## src/rtl/palette_pkg.sv

```systemverilog
// -----------------------------------------------------------------------------
// palette_pkg
// Shared widths and types for the palette lookup path: a 4-bit palette index
// selects one of 16 entries, each a 24-bit RGB colour.
// -----------------------------------------------------------------------------
package palette_pkg;

    localparam int PAL_IDX_W = 4;
    localparam int RGB_W     = 24;

    typedef logic [PAL_IDX_W-1:0] pal_idx_t;
    typedef logic [RGB_W-1:0]     rgb_t;

endpackage : palette_pkg

```

## src/rtl/palette_arbiter_if.sv

```systemverilog
// -----------------------------------------------------------------------------
// palette_arbiter_if
// Bundles the requester side (en/req/req_index/gnt), the palette side
// (pal_index/pal_rgb) and the response side (rsp_valid/rsp_rgb/busy) of the
// palette arbiter.
//   master : environment view (layer engines + palette model drive inputs)
//   slave  : arbiter view
// -----------------------------------------------------------------------------
interface palette_arbiter_if #(
    parameter int N_REQ = 3
);
    import palette_pkg::*;

    logic                         en;
    logic [N_REQ-1:0]             req;
    logic [N_REQ*PAL_IDX_W-1:0]   req_index;
    logic [N_REQ-1:0]             gnt;
    pal_idx_t                     pal_index;
    rgb_t                         pal_rgb;
    logic [N_REQ-1:0]             rsp_valid;
    rgb_t                         rsp_rgb;
    logic                         busy;

    modport master (
        output en, req, req_index, pal_rgb,
        input  gnt, pal_index, rsp_valid, rsp_rgb, busy
    );

    modport slave (
        input  en, req, req_index, pal_rgb,
        output gnt, pal_index, rsp_valid, rsp_rgb, busy
    );

endinterface : palette_arbiter_if

```

## src/rtl/palette_arbiter_rr.sv

```systemverilog
// -----------------------------------------------------------------------------
// rr_arbiter
// Combinational round-robin selector. Searches req circularly starting at
// ptr+1 and returns the first set bit as a one-hot grant plus its encoded id.
// Ports:
//   req    in  N         request vector
//   en     in  1         grant enable; low forces an all-zero grant
//   ptr    in  log2(N)   id of the most recent grant (registered by caller)
//   gnt    out N         one-hot grant
//   gnt_id out log2(N)   encoded id of the granted requester (0 if none)
// -----------------------------------------------------------------------------
module rr_arbiter #(
    parameter int N = 3
) (
    input  logic [N-1:0]         req,
    input  logic                 en,
    input  logic [$clog2(N)-1:0] ptr,
    output logic [N-1:0]         gnt,
    output logic [$clog2(N)-1:0] gnt_id
);

    localparam int ID_W = $clog2(N);

    logic [ID_W-1:0] cand_s;
    logic            found_s;

    // Circular first-set search beginning just after the last winner.
    always_comb begin
        gnt     = {N{1'b0}};
        gnt_id  = {ID_W{1'b0}};
        found_s = 1'b0;
        cand_s  = {ID_W{1'b0}};
        if (en) begin
            for (int k = 1; k <= N; k++) begin
                // The modulo keeps the wrap correct for non-power-of-two N.
                cand_s = ID_W'((int'(ptr) + k) % N);
                if (!found_s && req[cand_s]) begin
                    found_s      = 1'b1;
                    gnt[cand_s]  = 1'b1;
                    gnt_id       = cand_s;
                end else begin
                    found_s = found_s;
                end
            end
        end else begin
            found_s = 1'b0;
        end
    end

endmodule : rr_arbiter

```

## src/rtl/palette_arbiter.sv

```systemverilog
// -----------------------------------------------------------------------------
// palette_arbiter
// Shares one registered 16-entry palette between N_REQ pixel sources. At most
// one lookup is issued per clock, round-robin. A tag pipe of 1+PAL_LATENCY
// stages follows each issued index through the index register and the
// palette, so the RGB coming back is marked one-hot for its requester.
// Ports:
//   clk      in   system clock
//   reset_n  in   asynchronous active-low reset
//   bus      slave modport of palette_arbiter_if:
//     en        in   issue enable (in-flight lookups drain regardless)
//     req       in   per-requester request, held until granted
//     req_index in   packed indices, slice i belongs to requester i
//     gnt       out  one-hot grant, combinational
//     pal_index out  registered index to the palette
//     pal_rgb   in   palette RGB
//     rsp_valid out  one-hot owner of the current rsp_rgb
//     rsp_rgb   out  pal_rgb passed through
//     busy      out  any lookup in flight
// -----------------------------------------------------------------------------
module palette_arbiter
    import palette_pkg::*;
#(
    parameter int N_REQ       = 3,
    parameter int PAL_LATENCY = 1
) (
    input  logic              clk,
    input  logic              reset_n,
    palette_arbiter_if.slave  bus
);

    localparam int ID_W  = $clog2(N_REQ);
    // One stage for the index register, PAL_LATENCY for the palette itself.
    localparam int N_STG = PAL_LATENCY + 1;

    logic [N_REQ-1:0] gnt_s;
    logic [ID_W-1:0]  gnt_id_s;

    logic [ID_W-1:0]  ptr_q,       ptr_d;
    pal_idx_t         pal_index_q, pal_index_d;
    logic [N_REQ-1:0] tag_q [N_STG];
    logic [N_REQ-1:0] tag_d [N_STG];
    logic             busy_q,      busy_d;

    rr_arbiter #(
        .N (N_REQ)
    ) u_rr (
        .req    (bus.req),
        .en     (bus.en),
        .ptr    (ptr_q),
        .gnt    (gnt_s),
        .gnt_id (gnt_id_s)
    );

    // Pointer and index register: both move only when a grant is issued.
    always_comb begin
        ptr_d       = ptr_q;
        pal_index_d = pal_index_q;
        if (|gnt_s) begin
            ptr_d = gnt_id_s;
            for (int i = 0; i < N_REQ; i++) begin
                if (gnt_s[i]) begin
                    pal_index_d = bus.req_index[i*PAL_IDX_W +: PAL_IDX_W];
                end else begin
                    pal_index_d = pal_index_d;
                end
            end
        end else begin
            ptr_d       = ptr_q;
            pal_index_d = pal_index_q;
        end
    end

    // Tag pipe shifts every cycle; busy is precomputed so it is a flop output.
    always_comb begin
        tag_d[0] = gnt_s;
        for (int s = 1; s < N_STG; s++) begin
            tag_d[s] = tag_q[s-1];
        end
        busy_d = 1'b0;
        for (int s = 0; s < N_STG; s++) begin
            busy_d = busy_d | (|tag_d[s]);
        end
    end

    // State registers; reset drops any lookups already in flight.
    always_ff @(posedge clk or negedge reset_n) begin
        if (!reset_n) begin
            ptr_q       <= ID_W'(N_REQ - 1);
            pal_index_q <= {PAL_IDX_W{1'b0}};
            busy_q      <= 1'b0;
            for (int s = 0; s < N_STG; s++) begin
                tag_q[s] <= {N_REQ{1'b0}};
            end
        end else begin
            ptr_q       <= ptr_d;
            pal_index_q <= pal_index_d;
            busy_q      <= busy_d;
            for (int s = 0; s < N_STG; s++) begin
                tag_q[s] <= tag_d[s];
            end
        end
    end

    assign bus.gnt       = gnt_s;
    assign bus.pal_index = pal_index_q;
    assign bus.rsp_valid = tag_q[N_STG-1];
    assign bus.rsp_rgb   = bus.pal_rgb;
    assign bus.busy      = busy_q;

endmodule : palette_arbiter
```

## src/flat_wrapper.sv

```systemverilog
// flat-port wrapper written by rule: the top's interface ports become plain ports
module palette_arbiter_flat import palette_pkg::*;
#(
    parameter int N_REQ       = 3,
    parameter int PAL_LATENCY = 1
)
  (clk, reset_n, bus_en, bus_req, bus_req_index, bus_pal_rgb, bus_gnt, bus_pal_index, bus_rsp_valid, bus_rsp_rgb, bus_busy);
  palette_arbiter_if #(.N_REQ(N_REQ)) bus_i ();
  input  logic clk;
  input  logic reset_n;
  input wire logic [$bits(bus_i.en)-1:0] bus_en;
  input wire logic [$bits(bus_i.req)-1:0] bus_req;
  input wire logic [$bits(bus_i.req_index)-1:0] bus_req_index;
  input wire logic [$bits(bus_i.pal_rgb)-1:0] bus_pal_rgb;
  output wire logic [$bits(bus_i.gnt)-1:0] bus_gnt;
  output wire logic [$bits(bus_i.pal_index)-1:0] bus_pal_index;
  output wire logic [$bits(bus_i.rsp_valid)-1:0] bus_rsp_valid;
  output wire logic [$bits(bus_i.rsp_rgb)-1:0] bus_rsp_rgb;
  output wire logic [$bits(bus_i.busy)-1:0] bus_busy;
  assign bus_i.en = bus_en;
  assign bus_i.req = bus_req;
  assign bus_i.req_index = bus_req_index;
  assign bus_i.pal_rgb = bus_pal_rgb;
  assign bus_gnt = bus_i.gnt;
  assign bus_pal_index = bus_i.pal_index;
  assign bus_rsp_valid = bus_i.rsp_valid;
  assign bus_rsp_rgb = bus_i.rsp_rgb;
  assign bus_busy = bus_i.busy;
  palette_arbiter #(.N_REQ(N_REQ), .PAL_LATENCY(PAL_LATENCY)) u_core (.clk(clk), .reset_n(reset_n), .bus(bus_i));
endmodule
```

## config.mk

```make
export PLATFORM = sky130hd
export DESIGN_NAME = palette_arbiter_flat
export DESIGN_NICKNAME = d
export VERILOG_FILES = /design/src/rtl/palette_pkg.sv /design/src/rtl/palette_arbiter_if.sv /design/src/rtl/palette_arbiter_rr.sv /design/src/rtl/palette_arbiter.sv /design/src/flat_wrapper.sv
export SDC_FILE = /design/constraint.sdc
export NUM_CORES = 1
export LEC_CHECK = 0
export CAP_MARGIN = 40
export CORE_UTILIZATION = 38
export CTS_BUF_LIST = sky130_fd_sc_hd__clkbuf_2
export DETAILED_ROUTE_END_ITERATION = 8
export GPL_ROUTABILITY_DRIVEN = 0
export GPL_TIMING_DRIVEN = 0
export HOLD_SLACK_MARGIN = 0.03
export PLACE_DENSITY = 0.95
export SYNTH_ARGS = -nofsm -noshare
export SYNTH_HDL_FRONTEND = slang
export SYNTH_HIERARCHICAL = 1
export SYNTH_SLANG_ARGS = --single-unit
```

## constraint.sdc

```tcl
create_clock -name clk -period 5.2 [get_ports clk]
set_input_delay 1.04 -clock clk [delete_from_list [all_inputs] [get_ports clk]]
set_output_delay 1.04 -clock clk [all_outputs]
set_load 0.05 [all_outputs]
```

# Yosys cells after proc, flatten, opt, wreduce, memory -nomap -nowiden
# Cells that the tools add are included.
# totals
register_bits	13
inputBits	42
output_inout_bits	35
elab_cells	60
# op_classes
add_sub_neg	3
div	3
magnitude_cmp	6
muxes	29
n_bitwise	3
n_reduce_logical	11
# op_table
operator	count
$mod A32 B3 Y32 const B	3
$mux W3	6
$mux W4	3
$mux W1	10
$lt A2 B3 Y1 const B	3
$mux W2	4
$add A2 B2 Y3 const B	2
$bmux W1 S2	3
$demux W1 S2	3
$ge A2 B1 Y1 const B	3
$or A3 B3 Y3	2
$reduce_or A3 Y1	2
$logic_and A1 B1 Y1	5
$add A2 B1 Y3 const B	1
$reduce_bool A3 Y1	1
$logic_not A1 Y1	2
$reduce_and A2 Y1	1
$or A1 B1 Y1	1

# Longest topological paths before layout
# depth
depth_word	17
mapped_depth	10
depth_no_buf	8

# Cells and area by module
# The synthesis kept the hierarchy.
# by_module_without_submodules
module	n_inst	cells_per_inst	area_per_inst_um2	seq_area_each_um2
palette_arbiter	1	61	700.7	326.6
rr_arbiter	1	50	370.4	0.0

# Worst setup path after synthesis
# OpenSTA, ideal clock, no wires.
# synth_timing
kind	input -> output
startpoint	input bus_req[2]
endpoint	output bus_gnt[1]
t_arrival_ps	3263
required_time_ps	4160
slack_ps	897
cell_stages	5
path_buffers	1
path_cell_list	buf_6 > nor2_2 > a31o_1 > a31oi_1 > o32ai_1
# synth_via
elab_chain_cells	12
word_cells_on_any_way	22
classes_between	mux: 16; bitwise: 2; reduce/logical: 4
# synth_lines
element	line_no	rtl
from (decl)	flat_wrapper.sv:12	input wire logic [$bits(bus_i.req)-1:0] bus_req;
$bmux W1 S2	palette_arbiter_rr.sv:37	if (!found_s && req[cand_s]) begin
$mux W1 (not written as such)	palette_arbiter_rr.sv:37	
$mux W1	palette_arbiter_rr.sv:37	
$mux W1	palette_arbiter_rr.sv:33	if (en) begin
$logic_not A1 Y1	palette_arbiter_rr.sv:37	
$logic_and A1 B1 Y1	palette_arbiter_rr.sv:37	
$mux W1	palette_arbiter_rr.sv:37	
$mux W1	palette_arbiter_rr.sv:33	
$logic_not A1 Y1	palette_arbiter_rr.sv:37	
$logic_and A1 B1 Y1	palette_arbiter_rr.sv:37	
$mux W3 (*)	palette_arbiter_rr.sv:37	
$mux W3 (*)	palette_arbiter_rr.sv:33	
to (decl)	flat_wrapper.sv:15	output wire logic [$bits(bus_i.gnt)-1:0] bus_gnt;
# Mark *: on every way between the ends. The rest lies on a longest branch, timed or not. The select of a mux whose other input is x is not followed.

# Worst setup path in the final report
# layout_timing
startpoint	input bus_req[0]
endpoint	output bus_gnt[0]
# The elaborated chain is that of the path after synthesis.

==> key figures <==
Floorplan
  • Initial Util: 0.417
  • Row count: 18
  • Die Ht: 55.1 µm
  • # IOs: 77
  • Die outline width: 55.1 µm
  • Core footprint: 2570 µm²
  • Die Area: slightly above 3000 µm²

STA
  • Final Max Slew Viols: 0
  • Clock Skew: 0.00406 ns
  • RSZ-0062 raised after global routing: no
  • Slew margin rel.: 0.623
  • Hold WS: 0.390 ns
  • F_max: between 200 and 250 MHz
  • Worst-margin pin slew: 0.564 ns
  • Final setup vio count: 0
  • Tmin final: 4.38 ns
  • Final setup TNS: 0 ns
  • Tcrit/Tclk final: 0.842
  • Hold Vio Cnt, Final: 0

Synthesis
  • Main synth FF type: dfrtp_1
  • Ys async rst share: 1.00
  • Synthesized flop and latch total: 13
  • Register area share after synthesis: 0.305
  • Area contributors post-synth: dfrtp_1, buf_4, ha_1
  • Compound-Gate Fraction of Synth Area: 0.162
  • Post-synth EDFFs: 0
  • Cell Area, Synth: 1070 µm²
  • Yosys warning total: 6
  • Adder-cell share of the synthesized area: 0.0467
  • Mux contribution to synthesized area: 0.0678
  • Largest family of logic cells by synthesized area: buffers and inverters
  • Area leader, netlist: dfrtp_1
  • Synth top area share: 0.280
  • Synth cell types: 39
  • Syn Area/Cell: about 9.6 µm²
  • Mapped Nets: 157
  • Gate count after technology mapping: roughly 110
  • Synth Area in Simple Gates: 0.182
  • XOR/XNOR share of the synthesized area: 0.00818

Critical path
  • Worst setup EP type: output pin
  • Crit-path slowest cell: clkdlybuf4s50_1
  • CP startpoint kind: input pin
  • Crit path largest cell delay: 0.86 ns
  • CP max FO: 7
  • Data required, critical path: 4.16 ns
  • Worst R2R Path Depth: 9
  • Critical Path AT: 3.34 ns
  • CP Cell Sequence: clkdlybuf4s50_1 -> nor4bb_1 -> a31oi_1 -> o32a_2 -> o22ai_1 -> clkdlybuf4s50_1
  • Critical path class: input pin to output pin
  • CP most frequent cell: clkdlybuf4s50_1

Drt
  • Initial DRC count: 37
  • Met3 wire length: 278 µm
  • DRC: 0
  • Via count: 1068
  • DR top layer: met4
  • Final Routed Wirelength: 2570 µm
  • Met2 WL: 1280 µm
  • Avg WL per Cell: 13.0 µm
  • Vias per inst: 5.42
  • Antenna Nets Post-Route: 0
  • M1 WL: 975 µm
  • DRT Pass-1 Iters: 4

Clock tree
  • Hold buffer count at CTS: 0
  • CTS root buf: clkbuf_2
  • Clk Latency, worst-skew pair: approximately 0.26 ns
  • Post-CTS Setup Inserts: 0
  • Clock transition at the registers of the reported paths: 0.12 ns
  • Clk sink count: 13
  • CTS tree: built
  • PostCTS Resize Cnt: 0
  • CTS max path bufs: 2
  • Num CTS Buffers: 3
  • CTS H-tree depth: 1

Run
  • Max_cap viols: 0

Final layout
  • Nets@finish: 214
  • FILL cells: just over 200
  • Area Overhead vs Synth: 53.5%
  • Diodes inserted: 0
  • Post-layout instance area: 1640 µm²
  • Register Area: around 330 µm²
  • Multi-input logic area: 500 µm²
  • Share of cells above drive strength 1: 0.251

Global routing
  • Vias in the first global route: 942
  • First-pass GRT wire length: around 3900 µm
  • Largest net degree at the start of global routing: 14
  • Gr ovfl total: 0
  • Initial antenna violation count: 0
  • GRT Total Usage: 0.177

Power
  • PwrDens: 408 nW/µm²
  • Leak pwr: 0.709 nW
  • Peak supply drop: between 300 and 400 µV
  • Final Power: 0.670 mW

Min path
  • Hold Path Cell Cnt: 0
  • Hold Path Class: register to register

Placement
  • Hpwl dp: 2110 µm
  • I/O Buffers: 51
  • Placement Cell Area: 1620 µm²

Outcome
  • Outcome: finished, final reports clean
[synth_stat cells (3+ instances only)]
cell      count
mux2i_1       5
nor3b_1       4
inv_1         5
nand2b_1      4
buf_2         3
nor2b_1       4
ha_1          4
nand2_1       6
dfrtp_1      12
a211oi_1      3
buf_4        25
[cell families after synthesis]
group | after synthesis
flops | 13
buf+inv | 35
xor+xnor | 1
fa+ha+maj | 4
compound gates | 22
simple gates | 29
mux | 7
[through the flow]
| stage | std cells | utilization | setup WS, ns |
|---|---|---|---|
| floorplan | 111 | - | 0.897 |
| global placement | 192 | 0.631 | 0.245 |
| detailed placement | 193 | 0.633 | 0.859 |
| CTS | 197 | 0.640 | 0.863 |
| global route | 197 | 0.640 | 0.703 |
| finish | 197 | 0.640 | 0.820 |
[placed cells by master (no fill, tap or decap), drive strengths merged, types with 2 or more instances in the layout]
cell	netlist	layout
nand2	6	6
inv	5	5
a32oi	2	2
nor3	2	2
a31oi	2	2
dfrtp	12	12
buf	30	31
clkbuf	0	4
ha	4	4
nor2b	4	4
mux2i	5	5
nor2	3	3
clkdlybuf4s50	0	51
o22ai	2	2
o211ai	2	2
a211oi	3	3
nand2b	4	4
a221oi	2	2
mux2	2	2
nor3b	5	5
[final cells by class]
class                           count  area share
Timing Repair Buffer               52       0.314
Multi-Input combinational cell     63       0.304
Sequential cell                    13       0.199
Buffer                             30       0.137
Tap cell                           30      0.0228
Clock buffer                        4      0.0122
Inverter                            5      0.0114
[state kept, by name (all words and copies together) (netlist names)]
signal and cells:
u_core/bus.busy 1, u_core/bus.rsp_valid 3, u_core/tag_d 3, u_core/bus.pal_index 4, u_core/ptr_q 2
[critical path, delay by kind of cell]
kind	cells	cell delay [ns]
AND/OR/NAND/NOR	1	0.30
AO/OA/AOI/OAI	3	0.56
buffers and inverters	2	1.44
[worst paths after layout]
check | start | end | slack, ns
max | bus_req[0] | bus_gnt[0] | 0.82
min | u_core/tag_d[1] | u_core/bus.rsp_valid[1] | 0.39
max reg2reg | u_core/ptr_q[1] | u_core/ptr_q[0] | 2.61
min reg2reg | u_core/tag_d[1] | u_core/bus.rsp_valid[1] | 0.39
max in group asynchronous | reset_n | u_core/ptr_q[1] | 3.70
min in group asynchronous | reset_n | u_core/bus.rsp_valid[2] | 1.12
[report_power, final]
group	total, mW	switching, mW	internal [mW]
registers	0.158	0.0185	0.139
logic	0.461	0.278	0.183
clock network	0.0511	0.0307	0.0204
[per-layer routing]
metal / vias up / track usage
li1: 485 / -
met3: 6 / 0.0546
met4: 0 / 0.0250
met2: 87 / 0.317
met1: 490 / 0.209
met5: - / 0
No activity file was read; power rests on OpenSTA's default activity.
